<file path="src/rtl/uart_tx.sv">
// uart_tx: LSB-first serial transmitter with one start bit, UART_DATA_SIZE data
// bits and STOP_BITS stop bits. A byte is accepted only on the rising edge of
// i_tx_valid while idle, so a request held for many cycles sends one frame.
// Every output is registered and is computed from the next-state values, so
// o_tx reflects the new frame position on the same edge the state changes.
module uart_tx #(
    parameter int UART_DATA_SIZE = 8,
    parameter int BAUD_DIVISOR   = 5208,
    parameter int STOP_BITS      = 1
) (
    input  logic                      i_clock,
    input  logic                      i_reset_n,
    input  logic [UART_DATA_SIZE-1:0] i_tx_data,
    input  logic                      i_tx_valid,
    output logic                      o_tx_ready,
    output logic                      o_tx,
    output logic                      o_tx_done
);

    localparam int CNT_W = $clog2(BAUD_DIVISOR);
    localparam int IDX_W = 3;

    localparam logic [CNT_W-1:0] BAUD_LAST = CNT_W'(BAUD_DIVISOR - 1);
    localparam logic [IDX_W-1:0] DATA_LAST = IDX_W'(UART_DATA_SIZE - 1);
    localparam logic [IDX_W-1:0] STOP_LAST = IDX_W'(STOP_BITS - 1);

    typedef enum logic [1:0] {
        ST_IDLE  = 2'b00,
        ST_START = 2'b01,
        ST_DATA  = 2'b10,
        ST_STOP  = 2'b11
    } state_t;

    state_t                    state_q, state_d;
    logic                      valid_q, valid_d;
    logic [CNT_W-1:0]          baud_q, baud_d;
    logic [IDX_W-1:0]          idx_q, idx_d;
    logic [UART_DATA_SIZE-1:0] shift_q, shift_d;
    logic                      tx_q, tx_d;
    logic                      ready_q, ready_d;
    logic                      done_q, done_d;

    logic                      accept_s;
    logic                      baud_end_s;

    // State, datapath and output registers; reset parks the line high and
    // pre-sets valid_q so a request already high at release is ignored.
    always_ff @(posedge i_clock or negedge i_reset_n) begin
        if (!i_reset_n) begin
            state_q <= ST_IDLE;
            valid_q <= 1'b1;
            baud_q  <= '0;
            idx_q   <= '0;
            shift_q <= '0;
            tx_q    <= 1'b1;
            ready_q <= 1'b1;
            done_q  <= 1'b0;
        end else begin
            state_q <= state_d;
            valid_q <= valid_d;
            baud_q  <= baud_d;
            idx_q   <= idx_d;
            shift_q <= shift_d;
            tx_q    <= tx_d;
            ready_q <= ready_d;
            done_q  <= done_d;
        end
    end

    // Next-state and datapath update: bit timing, bit index and shifting.
    always_comb begin
        state_d    = state_q;
        valid_d    = i_tx_valid;
        baud_d     = baud_q;
        idx_d      = idx_q;
        shift_d    = shift_q;
        accept_s   = (state_q == ST_IDLE) && i_tx_valid && !valid_q;
        baud_end_s = (baud_q == BAUD_LAST);

        case (state_q)
            ST_IDLE: begin
                if (accept_s) begin
                    state_d = ST_START;
                    baud_d  = '0;
                    idx_d   = '0;
                    shift_d = i_tx_data;
                end else begin
                    state_d = ST_IDLE;
                end
            end
            ST_START: begin
                if (baud_end_s) begin
                    state_d = ST_DATA;
                    baud_d  = '0;
                    idx_d   = '0;
                end else begin
                    baud_d  = baud_q + CNT_W'(1);
                end
            end
            ST_DATA: begin
                if (baud_end_s) begin
                    baud_d  = '0;
                    shift_d = {1'b0, shift_q[UART_DATA_SIZE-1:1]};
                    if (idx_q == DATA_LAST) begin
                        state_d = ST_STOP;
                        idx_d   = '0;
                    end else begin
                        idx_d   = idx_q + IDX_W'(1);
                    end
                end else begin
                    baud_d  = baud_q + CNT_W'(1);
                end
            end
            ST_STOP: begin
                // idx_q counts stop bits here, so two stop bits need no extra counter.
                if (baud_end_s) begin
                    baud_d = '0;
                    if (idx_q == STOP_LAST) begin
                        state_d = ST_IDLE;
                        idx_d   = '0;
                    end else begin
                        idx_d   = idx_q + IDX_W'(1);
                    end
                end else begin
                    baud_d = baud_q + CNT_W'(1);
                end
            end
            default: begin
                state_d = ST_IDLE;
                baud_d  = '0;
                idx_d   = '0;
                shift_d = '0;
            end
        endcase
    end

    // Output decode from the next state so the registered outputs line up with it.
    always_comb begin
        tx_d    = 1'b1;
        ready_d = 1'b0;
        done_d  = 1'b0;
        case (state_d)
            ST_IDLE: begin
                tx_d    = 1'b1;
                ready_d = 1'b1;
                done_d  = (state_q == ST_STOP);
            end
            ST_START: begin
                tx_d = 1'b0;
            end
            ST_DATA: begin
                tx_d = shift_d[0];
            end
            ST_STOP: begin
                tx_d = 1'b1;
            end
            default: begin
                tx_d    = 1'b1;
                ready_d = 1'b0;
                done_d  = 1'b0;
            end
        endcase
    end

    assign o_tx       = tx_q;
    assign o_tx_ready = ready_q;
    assign o_tx_done  = done_q;

endmodule

</file>
<file path="config.mk">
export PLATFORM = sky130hd
export DESIGN_NAME = uart_tx
export DESIGN_NICKNAME = d
export VERILOG_FILES = /design/src/rtl/uart_tx.sv
export SDC_FILE = /design/constraint.sdc
export NUM_CORES = 1
export LEC_CHECK = 0
export BUFFER_PORTS_ARGS = -buffer_cell sky130_fd_sc_hd__clkbuf_2
export CAP_MARGIN = 20
export CORE_UTILIZATION = 45
export CTS_BUF_LIST = sky130_fd_sc_hd__clkbuf_4
export DETAILED_ROUTE_END_ITERATION = 7
export GPL_TIMING_DRIVEN = 0
export PLACE_DENSITY = 0.66
export SLEW_MARGIN = 15
export SYNTH_ARGS = -nofsm -noshare
export SYNTH_HDL_FRONTEND = slang
export SYNTH_SLANG_ARGS = --single-unit
</file>
<file path="constraint.sdc">
create_clock -name i_clock -period 3.35 [get_ports i_clock]
set_clock_uncertainty 0.15 [all_clocks]
set_input_delay 0.1675 -clock i_clock [delete_from_list [all_inputs] [get_ports i_clock]]
set_output_delay 0.1675 -clock i_clock [all_outputs]
set_load 0.1 [all_outputs]
</file>
Word level (Yosys, flattened, before mapping). Index checks and enable logic that the tools add are counted.

$add $sub $neg: 2. Mux-type cells: 23. Reduce and logical (&&, ||, !) cells: 11. Equality and inequality tests: 12.

Operators by type and width (count): 13-bit two-way mux (2); 13-bit one-hot mux with 2 select lines (1); 3-bit two-way mux (6); 8-bit two-way mux (2); 8-bit one-hot mux with 2 select lines (1); 13-bit by 1-bit adder with 13-bit output, second input constant (1); 13-bit equality test, second input constant (1); 3-bit one-hot mux with 4 select lines (1); 2-bit two-way mux (5); 2-bit equality test, second input constant (4); 2-bit inequality test, second input constant (4); 2-bit one-hot mux with 4 select lines (1); 2-bit by 1-bit equality test with 1-bit output, second input constant (2); 2-bit logical NOT (2); 4-bit AND reduction (1); 3-bit by 1-bit adder with 3-bit output, second input constant (1); 3-bit equality test, second input constant (1); 3-bit logical NOT (1); 1-bit two-way mux (3); 1-bit one-hot mux with 3 select lines (1); 3-bit AND reduction (1); 3-bit OR reduction (1); 1-bit logical AND (2); 2-bit nonzero test (1); other kinds (2) (2).

Input bits: 11. Bits in registers: 30.

Logic depth before layout (Yosys ltp).
Depth after elaboration: 8. Depth in mapped cells: 10. Depth with buffers taken out: 9.

Least setup slack after synthesis. OpenSTA, ideal clock, no wires.

Kind: register to register. Start: register state_q[0]. End: register tx_q (netlist: o_tx). Cell stages (with the launch flop): 10. Setup time: 0.082 ns. Path slack: 1.249 ns. Arrival: 1.869 ns. Period minus slack after synthesis: 2.101 ns. Data required time: 3.118 ns. Path buffers: 2. Path through: dfrtp_1 -> buf_2 -> nor2_1 -> and2_1 -> buf_4 -> a31oi_1 -> o211a_1 -> ha_1 -> inv_1 -> o31a_1.

Cells in the longest elaborated chain, start to end: 8.

Ends and longest elaborated chain: start, declared (line 34) `state_t state_q, state_d;`; start signal, assigned (line 59) `state_q <= state_d;`; 2-bit logical NOT (line 77, 80); 1-bit logical AND (2 in series) (line 77) `accept_s = (state_q == ST_IDLE) && i_tx_valid && !valid_q;`; 1-bit two-way mux (line 82) `if (accept_s) begin`; 2-bit one-hot mux with 4 select lines (line 80) `case (state_q)`; 2-bit equality test / 2-bit logical NOT (equally long branches) (line 142) `case (state_d)`; 2-bit OR reduction (no line); 1-bit one-hot mux with 3 select lines * (line 142); via tx_d (line 39) `logic tx_q, tx_d;`; end signal, assigned (line 64) `tx_q <= tx_d;`; end, declared (line 39).

Mark *: on every way through the listed nets, which the timed path passes. The rest lies on a longest branch. The select of a mux whose other input is x is not followed. A chain may end at the register's enable or synchronous reset.

Worst setup path after layout. Ends and elaborated chain as after synthesis.

==> flow_summary.toml <==
[timing]
rsz0062_at_grt = "no"
relSlewSlack_pct = 51.6
setup_viol = 0
tns_ps = 0
setup_ws_ps = 929
finalCritPeriodShare_pct = 72.3
drv_slew = 0
max_freq_ghz = 0.413
period_needed_ps = 2420
tightestPinTransition_ps = 726
hold_viol = 0

[yosys]
synth_top_family_by_area = "simple AND/OR/NAND/NOR gates"
seq_area_frac_synth_pct = 45.4
synth_xor_area_share_pct = 2.64
yosys.area_share.simple_pct = 22.2
synth_fa_ha_area_share_pct = 5.28
synth_compound_area_share_pct = 17.1
ys_seq_elements = 30
syn_nets = 177
synth_edf_count = 0
syn_avg_cell_area_um2 = 10.4
async_reset_ff_share_pct = 100
syn-instance-count = 159
netlist_area_mm2 = 0.00166
synth.area.mux_share_pct = 2.11
synth.lib_cells_used.distinct = 47
synthFlopType = "dfrtp_1"
synth_warnings = 0

[global_route]
grt_pass1_wl_um = 5690
grt_max_degree = 31
grt_pass1_vias = 1281
antenna_found_initial = 0
gr-usage-all-layers_pct = 19.1
overflow = 0

[power_and_ir_drop]
internal_power_w = 0.000460
p_clk_share_pct = 35.9
seq_power_share_pct = 60.5
p_comb_share_pct = 3.5
power.switching_w = 0.000140
leakage_nw = 0.938
netSwitchingFraction_pct = 23.3
power_density_mw_per_mm2 = 313
max-vdd-ir-drop_uv = 163
power.total_w = 0.000600

[worst_setup_path]
rr_startpoint = "state_q[0]$_DFF_PN0_"
ff2ff_path_depth = 9
cp_max_fo = 10
crit_type = "reg2reg"
crit_path_top_delay_cell = "dfrtp_1"
cp.arrival_ps = 2550
critPathLaunchType = "flop"
crit_family = "simple AND/OR/NAND/NOR gates"
required_ps = 3480
worst-path-stages = 9
startpoint = "state_q[0]$_DFF_PN0_"
r2r_slack_ps = 930
worst-path-buf-inv = 3
crit_path_end_kind = "flop"
endpoint = "o_tx$_DFF_PN1_"
crit_chain = "buf_2, nor2_1, and2_1, buf_4, a31oi_1, o211a_1, ha_1, inv_1, o31a_1"
rr_endpoint = "o_tx$_DFF_PN1_"
slowest_delay_ps = 370

[cts]
insertion_delay_ps = 340
cts_max_path_buffers = 2
cts_setup_buffers = 0
cts_tree = "yes"
root_buffer = "clkbuf_4"
cts_buffers = 5
cts-htree-levels = 2
clock-sinks = 30
path_clk_slew_ps = 100

[detailed_routing]
vias = 1286
drt_iter0_drc = 60
wire_per_inst_um = 13.7
dr.pass1.iters = 4
ant_nets = 0
finalWirelength_um = 3210
via_per_inst = 5.50
drc = 0

[die]
die_w_um = 62.7
initial_core_util_pct = 48.2
rows = 21
boundaryPins = 14
chipHeight_um = 62.7
die_area_mm2 = 0.00394
core_mm2 = 0.00344

[finish]
drive_gt1_share_pct = 21.3
most-common-layout-cells = "dfrtp_1, clkbuf_2, nand2_1"
final_cells = 234
final_nets = 205
area_growth_pct = 15.4
antenna_cells = 0
mostFrequentLayoutCell = "dfrtp_1"

[worst_hold_path]
hp-class = "in2reg"

[place]
place_congestion = 0.803
post-place-ws_ps = 967
portBuffers = 13
hpwl_um = 2280
place_inst = 218

[run_status]
status = "complete, no violations"

[run]
max-cap-violations = 0
[how the worst min path moves through the flow]
| stage | endpoint | slack (ps) | cells after the start | from |
|---|---|---|---|---|
| after floorplan | baud_q[0]$_DFFE_PN0P_ | -280 | 0 | i_reset_n |
| after global placement | baud_q[10]$_DFFE_PN0P_ | 110 | 1 | i_reset_n |
| after detailed placement | valid_q$_DFF_PN1_ | 120 | 1 | i_tx_valid |
| after CTS | shift_q[0]$_DFF_PN0_ | 10 | 3 | i_tx_data[0] |
| after global routing | shift_q[1]$_DFFE_PN0P_ | 20 | 3 | i_tx_data[1] |
| final | shift_q[1]$_DFFE_PN0P_ | 8 | 3 | i_tx_data[1] |
[worst min-delay path, cell delays in order]
cell and delay, ps:
clkbuf_2 80, a22o_1 140, a21o_1 80
[stage by stage]
| stage | hold WS [ps] | util (%) | cell area [um^2] |
|---|---|---|---|
| floorplan | -278 | - | 1660 |
| global placement | 113 | 51.8 | 1780 |
| detailed placement | 122 | 51.8 | 1780 |
| CTS | 12.2 | 55.7 | 1920 |
| global route | 15.7 | 55.7 | 1920 |
| finish | 7.91 | 55.7 | 1920 |
[state kept, by name, indices dropped and copies added, names as in the netlist]
signal and cells:
baud_q 13, valid_q 1, o_tx_done 1, idx_q 3, shift_q 8, state_q 2
o_tx_ready 1, o_tx 1
[per-layer routing]
metal / track usage (%) / vias to the layer above / share of wire [%]
li1: - / 628 / -
met2: 30.4 / 27 / 47
met1: 23.4 / 626 / 47
met3: 7.12 / 5 / 4.5
met5: 0 / - / 0
met4: 6.98 / 0 / 1.3
[synth_stat cells, drive strengths merged, types with 3 or more instances]
cell	n	area, um^2
dfstp	3	78.8
a21oi	4	20.0
and3	4	31.3
nand3	9	45.0
a21o	8	60.1
nor2	9	38.8
xor2	3	26.3
dfrtp	27	676
o21ai	9	45.0
a22o	6	52.6
ha	7	87.6
buf	7	52.5
inv	9	33.8
or2	4	25.0
nand2	11	41.3
or3	3	18.8
[cells by family (layout without fill, tap and decap cells)]
logic type	Yosys count	in the layout
AO/OA/AOI/OAI	40	40
XOR/XNOR	5	5
adder cells (fa/ha/maj)	7	7
buffers and inverters	16	45
flip-flops	30	30
multiplexers	3	3
AND/OR/NAND/NOR	58	58
[power by group through the flow]
stage / clock network [W] / registers [W] / logic [W]
CTS: 0.000223 / 0.000363 / 0.0000221
detailed placement: 0 / 0.000370 / 0.0000148
finish: 0.000216 / 0.000363 / 0.0000213
global route: 0.000244 / 0.000363 / 0.0000240
floorplan: 0 / 0.000370 / 0.00000105
global placement: 0 / 0.000370 / 0.0000142
[timing repair]
item / 4_1_cts / 5_1_grt
hold buffers: 8 / 0
gates resized for setup: 0 / 0
hold endpoints to repair: 34 / 0
[area by class of cell]
cell class,instances,area (um^2)
Fill cell,316,1530
Clock buffer,6,45.0
Buffer,7,52.6
Sequential cell,30,754
Timing Repair Buffer,21,145
Tap cell,46,57.6
Clock inverter,2,8.76
Inverter,9,33.8
Multi-Input combinational cell,113,820
(Power assumes the default switching activity.)
